**config.mk**
```make
export PLATFORM = sky130hd
export DESIGN_NAME = cpu_irq_ctrl
export DESIGN_NICKNAME = d
export VERILOG_FILES = /design/src/rtl/cpu_irq_ctrl.sv
export SDC_FILE = /design/constraint.sdc
export NUM_CORES = 1
export LEC_CHECK = 0
export BUFFER_PORTS_ARGS = -buffer_cell sky130_fd_sc_hd__buf_2
export CORE_MARGIN = 2
export CORE_UTILIZATION = 39
export DETAILED_ROUTE_END_ITERATION = 6
export PLACE_DENSITY = 0.79
export SLEW_MARGIN = 20
export SYNTH_ARGS = -nofsm -noshare
export SYNTH_HDL_FRONTEND = slang
export SYNTH_SLANG_ARGS = --single-unit
```
**constraint.sdc**
```tcl
create_clock -name clk -period 1.4 [get_ports clk]
set_input_delay 0.07 -clock clk [delete_from_list [all_inputs] [get_ports clk]]
set_output_delay 0.07 -clock clk [all_outputs]
set_load 0.01 [all_outputs]
```
**src/rtl/cpu_irq_ctrl.sv**
```systemverilog
// ============================================================================
// Module   : cpu_irq_ctrl
// Purpose  : RP2A03 interrupt sequencer - syncs NMI/IRQ pins, arbitrates
//            reset/NMI/BRK/IRQ and holds one latched request until acked.
// Revision : 1.0 - initial release
// ============================================================================
`default_nettype none

module cpu_irq_ctrl #(
    parameter int unsigned              N_IRQ   = 4,
    parameter int unsigned              ADDR_W  = 16,
    parameter logic [ADDR_W-1:0]        NMI_VEC = 16'hFFFA,
    parameter logic [ADDR_W-1:0]        RST_VEC = 16'hFFFC,
    parameter logic [ADDR_W-1:0]        IRQ_VEC = 16'hFFFE
) (
    input  logic              clk,
    input  logic              rst,
    input  logic              nmi_n,
    input  logic [N_IRQ-1:0]  irq_n,
    input  logic [N_IRQ-1:0]  irq_mask,
    input  logic              i_flag,
    input  logic              instr_boundary,
    input  logic              brk_req,
    input  logic              int_ack,
    output logic              int_req,
    output logic [1:0]        int_kind,
    output logic [ADDR_W-1:0] int_vec,
    output logic              set_b,
    output logic              nmi_pending,
    output logic [N_IRQ-1:0]  irq_pending
);

    localparam logic [1:0] c_KIND_RST = 2'd0;
    localparam logic [1:0] c_KIND_NMI = 2'd1;
    localparam logic [1:0] c_KIND_IRQ = 2'd2;
    localparam logic [1:0] c_KIND_BRK = 2'd3;

    typedef enum logic [1:0] {
        S_RST  = 2'd0,
        S_IDLE = 2'd1,
        S_REQ  = 2'd2
    } state_t;

    state_t              r_state;
    state_t              w_state_nxt;
    logic                r_nmi_s1;
    logic                r_nmi_s2;
    logic                r_nmi_d;
    logic [N_IRQ-1:0]    r_irq_s1;
    logic [N_IRQ-1:0]    r_irq_s2;
    logic                r_nmi_pending;
    logic [1:0]          r_kind;
    logic [ADDR_W-1:0]   r_vec;
    logic                r_set_b;
    logic [1:0]          w_kind_nxt;
    logic [ADDR_W-1:0]   w_vec_nxt;
    logic                w_set_b_nxt;
    logic                w_nmi_edge;
    logic                w_nmi_clr;
    logic [N_IRQ-1:0]    w_irq_pending;
    logic                w_irq_any;

    // Synchronisers idle high so leaving reset never looks like a falling edge.
    always_ff @(posedge clk or posedge rst) begin
        if (rst) begin
            r_nmi_s1 <= 1'b1;
            r_nmi_s2 <= 1'b1;
            r_nmi_d  <= 1'b1;
            r_irq_s1 <= '1;
            r_irq_s2 <= '1;
        end else begin
            r_nmi_s1 <= nmi_n;
            r_nmi_s2 <= r_nmi_s1;
            r_nmi_d  <= r_nmi_s2;
            r_irq_s1 <= irq_n;
            r_irq_s2 <= r_irq_s1;
        end
    end

    assign w_nmi_edge    = r_nmi_d & ~r_nmi_s2;
    assign w_nmi_clr     = (r_state == S_REQ) && int_ack && (r_kind == c_KIND_NMI);
    assign w_irq_pending = ~r_irq_s2 & irq_mask;
    assign w_irq_any     = (|w_irq_pending) & ~i_flag;

    // A new edge on the acknowledge cycle must not be lost: set dominates clear.
    always_ff @(posedge clk or posedge rst) begin
        if (rst) begin
            r_nmi_pending <= 1'b0;
        end else if (w_nmi_edge) begin
            r_nmi_pending <= 1'b1;
        end else if (w_nmi_clr) begin
            r_nmi_pending <= 1'b0;
        end
    end

    always_ff @(posedge clk or posedge rst) begin
        if (rst) begin
            r_state <= S_RST;
            r_kind  <= c_KIND_RST;
            r_vec   <= RST_VEC;
            r_set_b <= 1'b0;
        end else begin
            r_state <= w_state_nxt;
            r_kind  <= w_kind_nxt;
            r_vec   <= w_vec_nxt;
            r_set_b <= w_set_b_nxt;
        end
    end

    always_comb begin
        w_state_nxt = r_state;
        w_kind_nxt  = r_kind;
        w_vec_nxt   = r_vec;
        w_set_b_nxt = r_set_b;
        case (r_state)
            S_RST: begin
                w_state_nxt = S_REQ;
                w_kind_nxt  = c_KIND_RST;
                w_vec_nxt   = RST_VEC;
                w_set_b_nxt = 1'b0;
            end
            S_IDLE: begin
                if (instr_boundary || brk_req) begin
                    if (r_nmi_pending) begin
                        // BRK in flight with a pending NMI is hijacked to the NMI vector.
                        w_state_nxt = S_REQ;
                        w_kind_nxt  = c_KIND_NMI;
                        w_vec_nxt   = NMI_VEC;
                        w_set_b_nxt = brk_req;
                    end else if (brk_req) begin
                        w_state_nxt = S_REQ;
                        w_kind_nxt  = c_KIND_BRK;
                        w_vec_nxt   = IRQ_VEC;
                        w_set_b_nxt = 1'b1;
                    end else if (w_irq_any && instr_boundary) begin
                        w_state_nxt = S_REQ;
                        w_kind_nxt  = c_KIND_IRQ;
                        w_vec_nxt   = IRQ_VEC;
                        w_set_b_nxt = 1'b0;
                    end
                end
            end
            S_REQ: begin
                if (int_ack) begin
                    w_state_nxt = S_IDLE;
                end
            end
            default: begin
                w_state_nxt = S_RST;
            end
        endcase
    end

    assign int_req     = (r_state == S_REQ);
    assign int_kind    = r_kind;
    assign int_vec     = r_vec;
    assign set_b       = r_set_b;
    assign nmi_pending = r_nmi_pending;
    assign irq_pending = w_irq_pending;

endmodule

`default_nettype wire

```
Word level (Yosys, flattened, before mapping). Cells that the tools add are included. W data, S select, Z words.

Flip-flop bits (word level): 33. Latch bits: 0. Bits in writable memories: 0. ROM bits: 0. Bits of input ports: 15. Output and inout port bits: 25. Word-level logic and storage cells: 54. Memories kept: 0.

Add/sub/neg operators: 0. Multipliers: 0. Div/mod/pow operators: 0. Order comparisons: 0. Equal/unequal tests: 6. Shifts and indexed selects: 0. Mux-type cells: 22. Bitwise gates (word level): 6. Reductions and logical operators: 10.

Operators with widths (number): $mux W16 (4); $pmux W16 S2 (1); $mux W2 (8); $mux W1 (6); $pmux W2 S3 (1); $reduce_and A3 Y1 (2); $and A4 B4 Y4 (1); $eq A2 B1 Y1 const B (2); $ne A2 B2 Y1 const B (2); $ne A4 B4 Y1 const B (1); $not A4 Y4 (1); $pmux W2 S2 (1); $reduce_bool A2 Y1 (2); $reduce_or A4 Y1 (1); $logic_and A1 B1 Y1 (3); $and A1 B1 Y1 (2); $eq A2 B2 Y1 const B (1); $logic_not A2 Y1 (1); $not A1 Y1 (2); $pmux W1 S2 (1); $logic_or A1 B1 Y1 (1).

Depth between registers and ports, before layout. Gate-level depths: netlist of the first run.

Depth after elaboration: 10. Gate-level depth with buffers: 4. Mapped depth without buffers: 4.

Least setup slack after synthesis of the first run. No wires, ideal clock.

Path kind: flip-flop to flip-flop. Start: reg r_irq_s2[0]. End: reg r_vec[1], in the netlist int_vec[1]. Setup time: 0.121 ns. Arrival time: 1.295 ns. Required time: 1.279 ns. Path slack: -0.016 ns. Stages on the path, launching flop included: 5. Path buffers: 0. Clock period less this slack: 1.416 ns. Cell sequence: dfstp_2 > nor2b_4 > o41ai_4 > a21oi_2 > o22a_1.

Longest elaborated chain between the ends: 7.

Ends and longest elaborated chain: start: declaration (line 50) `logic [N_IRQ-1:0] r_irq_s2;`; start signal: assignment (line 76) `r_irq_s2 <= r_irq_s1;`; $not A4 Y4 (line 82) `assign w_irq_pending = ~r_irq_s2 & irq_mask;`; $and A4 B4 Y4 (line 82); named net irq_pending[0] (line 30) `output logic [N_IRQ-1:0] irq_pending`; $reduce_or A4 Y1 (line 83) `assign w_irq_any = (|w_irq_pending) & ~i_flag;`; $and A1 B1 Y1 (line 83); $logic_and A1 B1 Y1 (line 135) `end else if (w_irq_any && instr_boundary) begin`; $ne A4 B4 Y1 (no source line); $reduce_and A3 Y1 (no source line); end signal: assignment (line 105) `r_vec <= w_vec_nxt;`; end: declaration (line 53) `logic [ADDR_W-1:0] r_vec;`.

The timed path passes the listed nets, and every way through them passes these cells. A chain may end at the register's enable or synchronous reset.

Worst setup path in the final report of the first run.
Start: reg r_irq_s2[0]. End: reg r_vec[1], in the netlist int_vec[1].

Longest elaborated chain between the ends: 7.

Ends and longest elaborated chain (line): $not A4 Y4 (82); $and A4 B4 Y4 (82); $reduce_or A4 Y1 (83); $and A1 B1 Y1 (83); $logic_and A1 B1 Y1 (135); $ne A4 B4 Y1 (no source line); $reduce_and A3 Y1 (no source line).

Every way passes these cells.

==> results.sh, run 1 <==
export IMPL_status="finished, violations left"
export IMPL_violations="negative setup slack"
export IMPL_startpoint_type="register"
export IMPL_rsz0062_at_grt="true"
export IMPL_cts_max_path_buffers=2
export IMPL_overflow=0
export IMPL_whs_endpoint="set_b"
export IMPL_p_seq_share_pct=52.2
export IMPL_clockPowerShare_pct=18.4
export IMPL_synth_top_area_cell="dfstp_2"
export IMPL_worst_path_buf_inv=1
export IMPL_drc=0
export IMPL_drv_slew=0
export IMPL_synth_most_common_cell="buf_4"
export IMPL_synth_area_leaders="dfstp_2, dfrtp_1, buf_4"
export IMPL_final_cell_area_sq_um=1070
export IMPL_core_area_sq_um=2150
export IMPL_first_iter_violations=7
export IMPL_cap_viol_max_count=0
export IMPL_power_leakage_nw=0.530
export IMPL_grt_usage_pct=12.5
export IMPL_path_depth=5
export IMPL_min_from="brk_req"
export IMPL_port_buffers=25
export IMPL_seq_area_sq_um=490
export IMPL_place_area_sq_um=977
export IMPL_dr_pass1_iters=4
export IMPL_internal_power_mw=1.00
export IMPL_initial_core_util_pct=40.2
export IMPL_cts_tree="done"
export IMPL_arrival_ns=1.64
export IMPL_dpl_hpwl_um=1080
export IMPL_synth_top_cell_area_share_pct=36.5
export IMPL_final_nets=123
export IMPL_die_width_um=51.1
export IMPL_rr_worst_depth=5
export IMPL_grt_pass1_wl_um=2350
export IMPL_p_sw_mw=0.518
export IMPL_min_path_type="primary input to register"
export IMPL_vias=617
export IMPL_synth_flop_cell="dfstp_2"
export IMPL_n_fill_cell=199
export IMPL_synth_seq_cells=19
export IMPL_cpLargestDelayFamily="flip-flops"
export IMPL_combPwrFrac_pct=29.4
export IMPL_path_max_fanout=6
export IMPL_synth_edf_count=0
export IMPL_multi_input_area_sq_um=293
export IMPL_r2r_start="r_irq_s2[0]"
export IMPL_ir_worst_vdd_mv=0.813
export IMPL_syn_inst=73
export IMPL_areaGrowthSynthToFinish_pct=24.5
export IMPL_yosysWarnings=0
export IMPL_ios=40
export IMPL_grt_pass1_vias=576
export IMPL_wl_per_cell_um=11.4
export IMPL_insertion_delay_ns=0.29
export IMPL_period_share_pct=104
export IMPL_dieArea_sq_um=2610
export IMPL_synth_commonest_cells="buf_4, dfstp_2, dfrtp_1"
export IMPL_path_class="register to register"
export IMPL_syn_area_sq_um=863
export IMPL_synth_cell_types=28
export IMPL_grt_max_degree=20
export IMPL_setup_viol=6
export IMPL_die_y_um=51.1
export IMPL_final_layout_size_suffix_gt1_share_pct=48.6
export IMPL_r2r_end="int_vec[1]"
export IMPL_synth_async_sr_flop_share_pct=100
export IMPL_swShare_pct=34.0
export IMPL_path_cells="nor2b_4 -> o41ai_4 -> buf_4 -> a21oi_2 -> o22a_1"
export IMPL_p_per_area_nw_per_um2=1420
export IMPL_tightest_slew_ns=0.674
export IMPL_timing_final_hold_violations=0
export IMPL_whs_path_depth=3
export IMPL_clock_skew_ns=0.00314
export IMPL_cp_end_kind="register"
export IMPL_diodes=0
export IMPL_synth_seq_area_share_pct=56.8
export IMPL_crit_path_max_incr_delay_ns=0.56
export IMPL_final_antenna_net_count=0
export IMPL_clock_sinks=19
export IMPL_rrSetupSlack_ns=-0.05
export IMPL_setup_tns_ns=-0.138
export IMPL_via_per_inst=4.57
export IMPL_antenna_found_initial=0
export IMPL_cts_buffers=3
export IMPL_worst_slack_ns=-0.0504
export IMPL_crit_required_ns=1.59
export IMPL_place_ws_ns=-0.0247
export IMPL_fin_crit_ns=1.45
export IMPL_relSlewSlack_pct=55.0
export IMPL_clock_root_buffer="clkbuf_4"
export IMPL_fp_row_count=17
export IMPL_place_congestion=0.789
export IMPL_clk_pin_slew_ns=0.11
export IMPL_wirelength_um=1530
export IMPL_slowest_stage="dfstp_2"
export IMPL_htree_num_levels=1
export IMPL_avgSynthCellArea_sq_um=11.8
export IMPL_max_freq_mhz=689
tightest hold or removal path, stage by stage:
cell	delay, ns
buf_2	0.11
inv_1	0.08
o221ai_2	0.10
worst max-delay path by stage:
| stage | start | endpoint | slack, ns |
|---|---|---|---|
| floorplan | r_irq_s2[0] | int_vec[1] | -0.02 |
| global placement | r_irq_s2[0] | int_vec[1] | -0.007 |
| detailed placement | r_irq_s2[0] | int_vec[1] | -0.02 |
| CTS | r_irq_s2[0] | int_vec[1] | -0.05 |
| global route | r_irq_s2[0] | int_vec[1] | -0.1 |
| finish | r_irq_s2[0] | int_vec[1] | -0.05 |
sequential cells by signal, summed over array words and instances, names as in the netlist:
name / cells
int_kind: 2
int_vec: 2
nmi_pending: 1
r_irq_s1: 4
r_irq_s2: 4
r_nmi_d: 1
r_nmi_s1: 1
r_nmi_s2: 1
r_state: 2
set_b: 1
cells in the final DEF, fill, tap and decap left out, drive strengths merged, types with 2 or more instances in the layout:
master       count
o21ai            2
conb            14
dlygate4sd3      6
o41ai            2
dfrtp            7
clkbuf           4
buf             28
nor2b            6
dfstp           12
inv              6
a21oi            3
nand2            6
cell families (layout without fill, tap and decap cells):
| logic type | Yosys count | in the layout | synth area share, % |
|---|---|---|---|
| buffers and inverters | 22 | 44 | 15.8 |
| flip-flops | 19 | 19 | 56.8 |
| AND/OR/NAND/NOR | 16 | 16 | 11.4 |
| AO/OA/AOI/OAI | 14 | 14 | 15.1 |
| other | 2 | 14 | 0.870 |
layer usage:
metal	part of all wire, %	vias up	track usage, %
met1	38	296	13.1
met2	53	36	23.4
met5	0	-	0
met4	1.5	0	6.76
li1	-	281	-
met3	7.8	4	2.05
repair_timing:
action | 4_1_cts | 5_1_grt
gates resized for setup | 2 | 0
hold endpoints to repair | 12 | 0
pin swaps | 1 | 1
setup buffers | 0 | 0
endpoints found under the setup margin | 6 | 7
hold buffers | 6 | 0
power groups by stage:
stage	registers, mW	clock network (mW)	logic [mW]
after floorplan	0.769	0	0.328
after global placement	0.799	0	0.416
after detailed placement	0.802	0	0.427
after CTS	0.794	0.280	0.453
after global routing	0.816	0.308	0.497
final	0.796	0.280	0.447
stage by stage:
stage          total power, mW  hold slack, ns  cells  util (%)
4_1_cts                   1.53           0.103    135      50.0
2_1_floorplan             1.10          0.0123     85         -
5_1_grt                   1.62           0.112    135      50.0
3_3_place_gp              1.22           0.176    125      45.5
3_5_place_dp              1.23           0.176    125      45.5
6_report                  1.52           0.101    135      50.0
layout make-up:
type,count,share of cell area [%]
clock buffers,4,2.44
well taps,28,3.26
multi-input cells,44,27.2
flip-flops and latches,19,45.6
repair buffers,34,19.3
inverters,6,2.10
Power figures use the tool's default switching activity.
==> run 2, diff against run 1 <==
--- a/config.mk
+++ b/config.mk
@@ -6,7 +6,6 @@
 export NUM_CORES = 1
 export LEC_CHECK = 0
 export BUFFER_PORTS_ARGS = -buffer_cell sky130_fd_sc_hd__buf_2
-export CORE_MARGIN = 2
 export CORE_UTILIZATION = 39
 export DETAILED_ROUTE_END_ITERATION = 6
 export PLACE_DENSITY = 0.79
==> run 2 against run 1 <==
  * The flow still finishes with violations (negative setup slack)
  * Global-route usage grew 1.4 points
  * Combinational power is essentially flat
  * Final cell count shrank 0.74%
  * Maximum frequency is essentially flat
  * Non-clock buffer count is the same
  * Final area grew 0.23%
  * Power grew 1.0%
  * Clock skew is essentially flat
  * Sequential cell count is the same
  * Clock power grew 3%
  * Die area shrank 7.7%
  * Critical endpoint unchanged
  * Largest power group unchanged
==> results.sh, run 2 (synthesized netlist as in run 1, its figures left out) <==
export IMPL_path_max_fanout=6
export IMPL_combPwrFrac_pct=29.3
export IMPL_drc=0
export IMPL_place_congestion=0.776
export IMPL_path_cells="nor2b_4 -> o41ai_4 -> buf_4 -> a21oi_2 -> o22a_1"
export IMPL_slowest_stage="dfstp_2"
export IMPL_final_nets=123
export IMPL_cts_max_path_buffers=2
export IMPL_final_layout_size_suffix_gt1_share_pct=50.5
export IMPL_dieArea_sq_um=2410
export IMPL_clock_sinks=19
export IMPL_n_fill_cell=180
export IMPL_internal_power_mw=1.01
export IMPL_clockPowerShare_pct=18.7
export IMPL_port_buffers=25
export IMPL_clk_pin_slew_ns=0.11
export IMPL_antenna_found_initial=0
export IMPL_min_from="brk_req"
export IMPL_overflow=0
export IMPL_dr_pass1_iters=4
export IMPL_fp_row_count=16
export IMPL_wirelength_um=1470
export IMPL_r2r_start="r_irq_s2[0]"
export IMPL_place_ws_ns=-0.0566
export IMPL_rsz0062_at_grt="true"
export IMPL_worst_slack_ns=-0.0513
export IMPL_p_per_area_nw_per_um2=1430
export IMPL_power_mw=1.54
export IMPL_cpLargestDelayFamily="flip-flops"
export IMPL_timing_final_hold_violations=0
export IMPL_insertion_delay_ns=0.30
export IMPL_final_antenna_net_count=0
export IMPL_vias=594
export IMPL_seq_area_sq_um=492
export IMPL_grt_pass1_vias=590
export IMPL_ir_worst_vdd_mv=0.834
export IMPL_startpoint_type="register"
export IMPL_power_leakage_nw=0.533
export IMPL_whs_endpoint="set_b"
export IMPL_whs_path_depth=3
export IMPL_grt_usage_pct=13.9
export IMPL_cp_end_kind="register"
export IMPL_setup_viol=6
export IMPL_swShare_pct=34.7
export IMPL_first_iter_violations=5
export IMPL_final_cells=134
export IMPL_clock_skew_ns=0.00327
export IMPL_grt_max_degree=13
export IMPL_layout_common_cells="buf_2, conb_1, dfstp_2"
export IMPL_diodes=0
export IMPL_post_cts_setup_buffers=0
export IMPL_drv_slew=0
export IMPL_dp_cells=124
export IMPL_p_seq_share_pct=52.1
export IMPL_min_path_type="primary input to register"
export IMPL_die_width_um=49.1
export IMPL_reg_top3="r_irq_s1 (4), r_irq_s2 (4)"
export IMPL_cts_buffers=3
export IMPL_clock_root_buffer="clkbuf_4"
export IMPL_areaGrowthSynthToFinish_pct=24.8
export IMPL_initial_core_util_pct=42.7
export IMPL_grt_pass1_wl_um=2500
export IMPL_status="finished, violations left"
export IMPL_rrSetupSlack_ns=-0.05
export IMPL_layout_commonest_cell="buf_2"
export IMPL_multi_input_area_sq_um=293
export IMPL_max_freq_mhz=689
export IMPL_cap_viol_max_count=0
export IMPL_crit_required_ns=1.60
export IMPL_p_sw_mw=0.534
export IMPL_crit_path_max_incr_delay_ns=0.56
export IMPL_core_area_sq_um=2020
export IMPL_violations="negative setup slack"
export IMPL_path_class="register to register"
export IMPL_cts_tree="done"
export IMPL_die_y_um=49.1
export IMPL_wl_per_cell_um=10.9
export IMPL_period_share_pct=104
export IMPL_arrival_ns=1.65
export IMPL_fin_crit_ns=1.45
export IMPL_dpl_hpwl_um=1100
export IMPL_worst_path_buf_inv=1
export IMPL_htree_num_levels=1
export IMPL_final_util_pct=53.3
export IMPL_ios=40
export IMPL_via_per_inst=4.43
export IMPL_r2r_end="int_vec[1]"
export IMPL_rr_worst_depth=5
## run 2: worst max-delay path by stage
stage / cells past startpoint / startpoint / endpoint / slack [ns]
floorplan: 4 / r_irq_s2[0] / int_vec[1] / -0.02
global route: 5 / r_irq_s2[0] / int_vec[1] / -0.11
CTS: 5 / r_irq_s2[0] / int_vec[1] / -0.08
finish: 5 / r_irq_s2[0] / int_vec[1] / -0.05
global placement: 5 / r_irq_s2[0] / int_vec[1] / -0.004
detailed placement: 5 / r_irq_s2[0] / int_vec[1] / -0.06
## run 2: tightest hold or removal path, stage by stage
cell and delay (ns):
buf_2 0.10, inv_1 0.08, o221ai_2 0.10
## run 2: layout make-up
| class | count | share of cell area, % |
|---|---|---|
| flip-flops and latches | 19 | 45.6 |
| multi-input cells | 44 | 27.2 |
| repair buffers | 34 | 19.3 |
| well taps | 27 | 3.14 |
| clock buffers | 3 | 2.09 |
| inverters | 6 | 2.09 |
| clock inverters | 1 | 0.581 |
## run 2: timing repair
action / CTS / global route
pin swaps: 2 / 1
hold buffers: 6 / 0
hold endpoints to repair: 12 / 0
setup endpoints to repair: 7 / 8
gates resized for setup: 2 / 1
## run 2: power groups by stage
| stage | Sequential (mW) | Clock [mW] | Combinational [mW] |
|---|---|---|---|
| after floorplan | 0.769 | 0 | 0.328 |
| final | 0.802 | 0.287 | 0.450 |
| after global routing | 0.825 | 0.328 | 0.499 |
| after CTS | 0.799 | 0.295 | 0.456 |
| after global placement | 0.799 | 0 | 0.410 |
| after detailed placement | 0.805 | 0 | 0.432 |
## run 2: metal layers
metal | track usage (%) | share of wire, %
met2 | 22.5 | 49
met4 | 8.82 | 2.0
met1 | 16.7 | 43
met3 | 2.80 | 6.2
met5 | 0 | 0
## run 2: metrics by stage
step	setup TNS, ns	hold WS (ns)	cell area, sq um
after floorplan	-0.0354	0.0123	908
after global placement	-0.00395	0.0821	976
after detailed placement	-0.0970	0.101	976
after CTS	-0.259	0.0897	1080
after global routing	-0.592	0.108	1080
final	-0.147	0.0900	1080
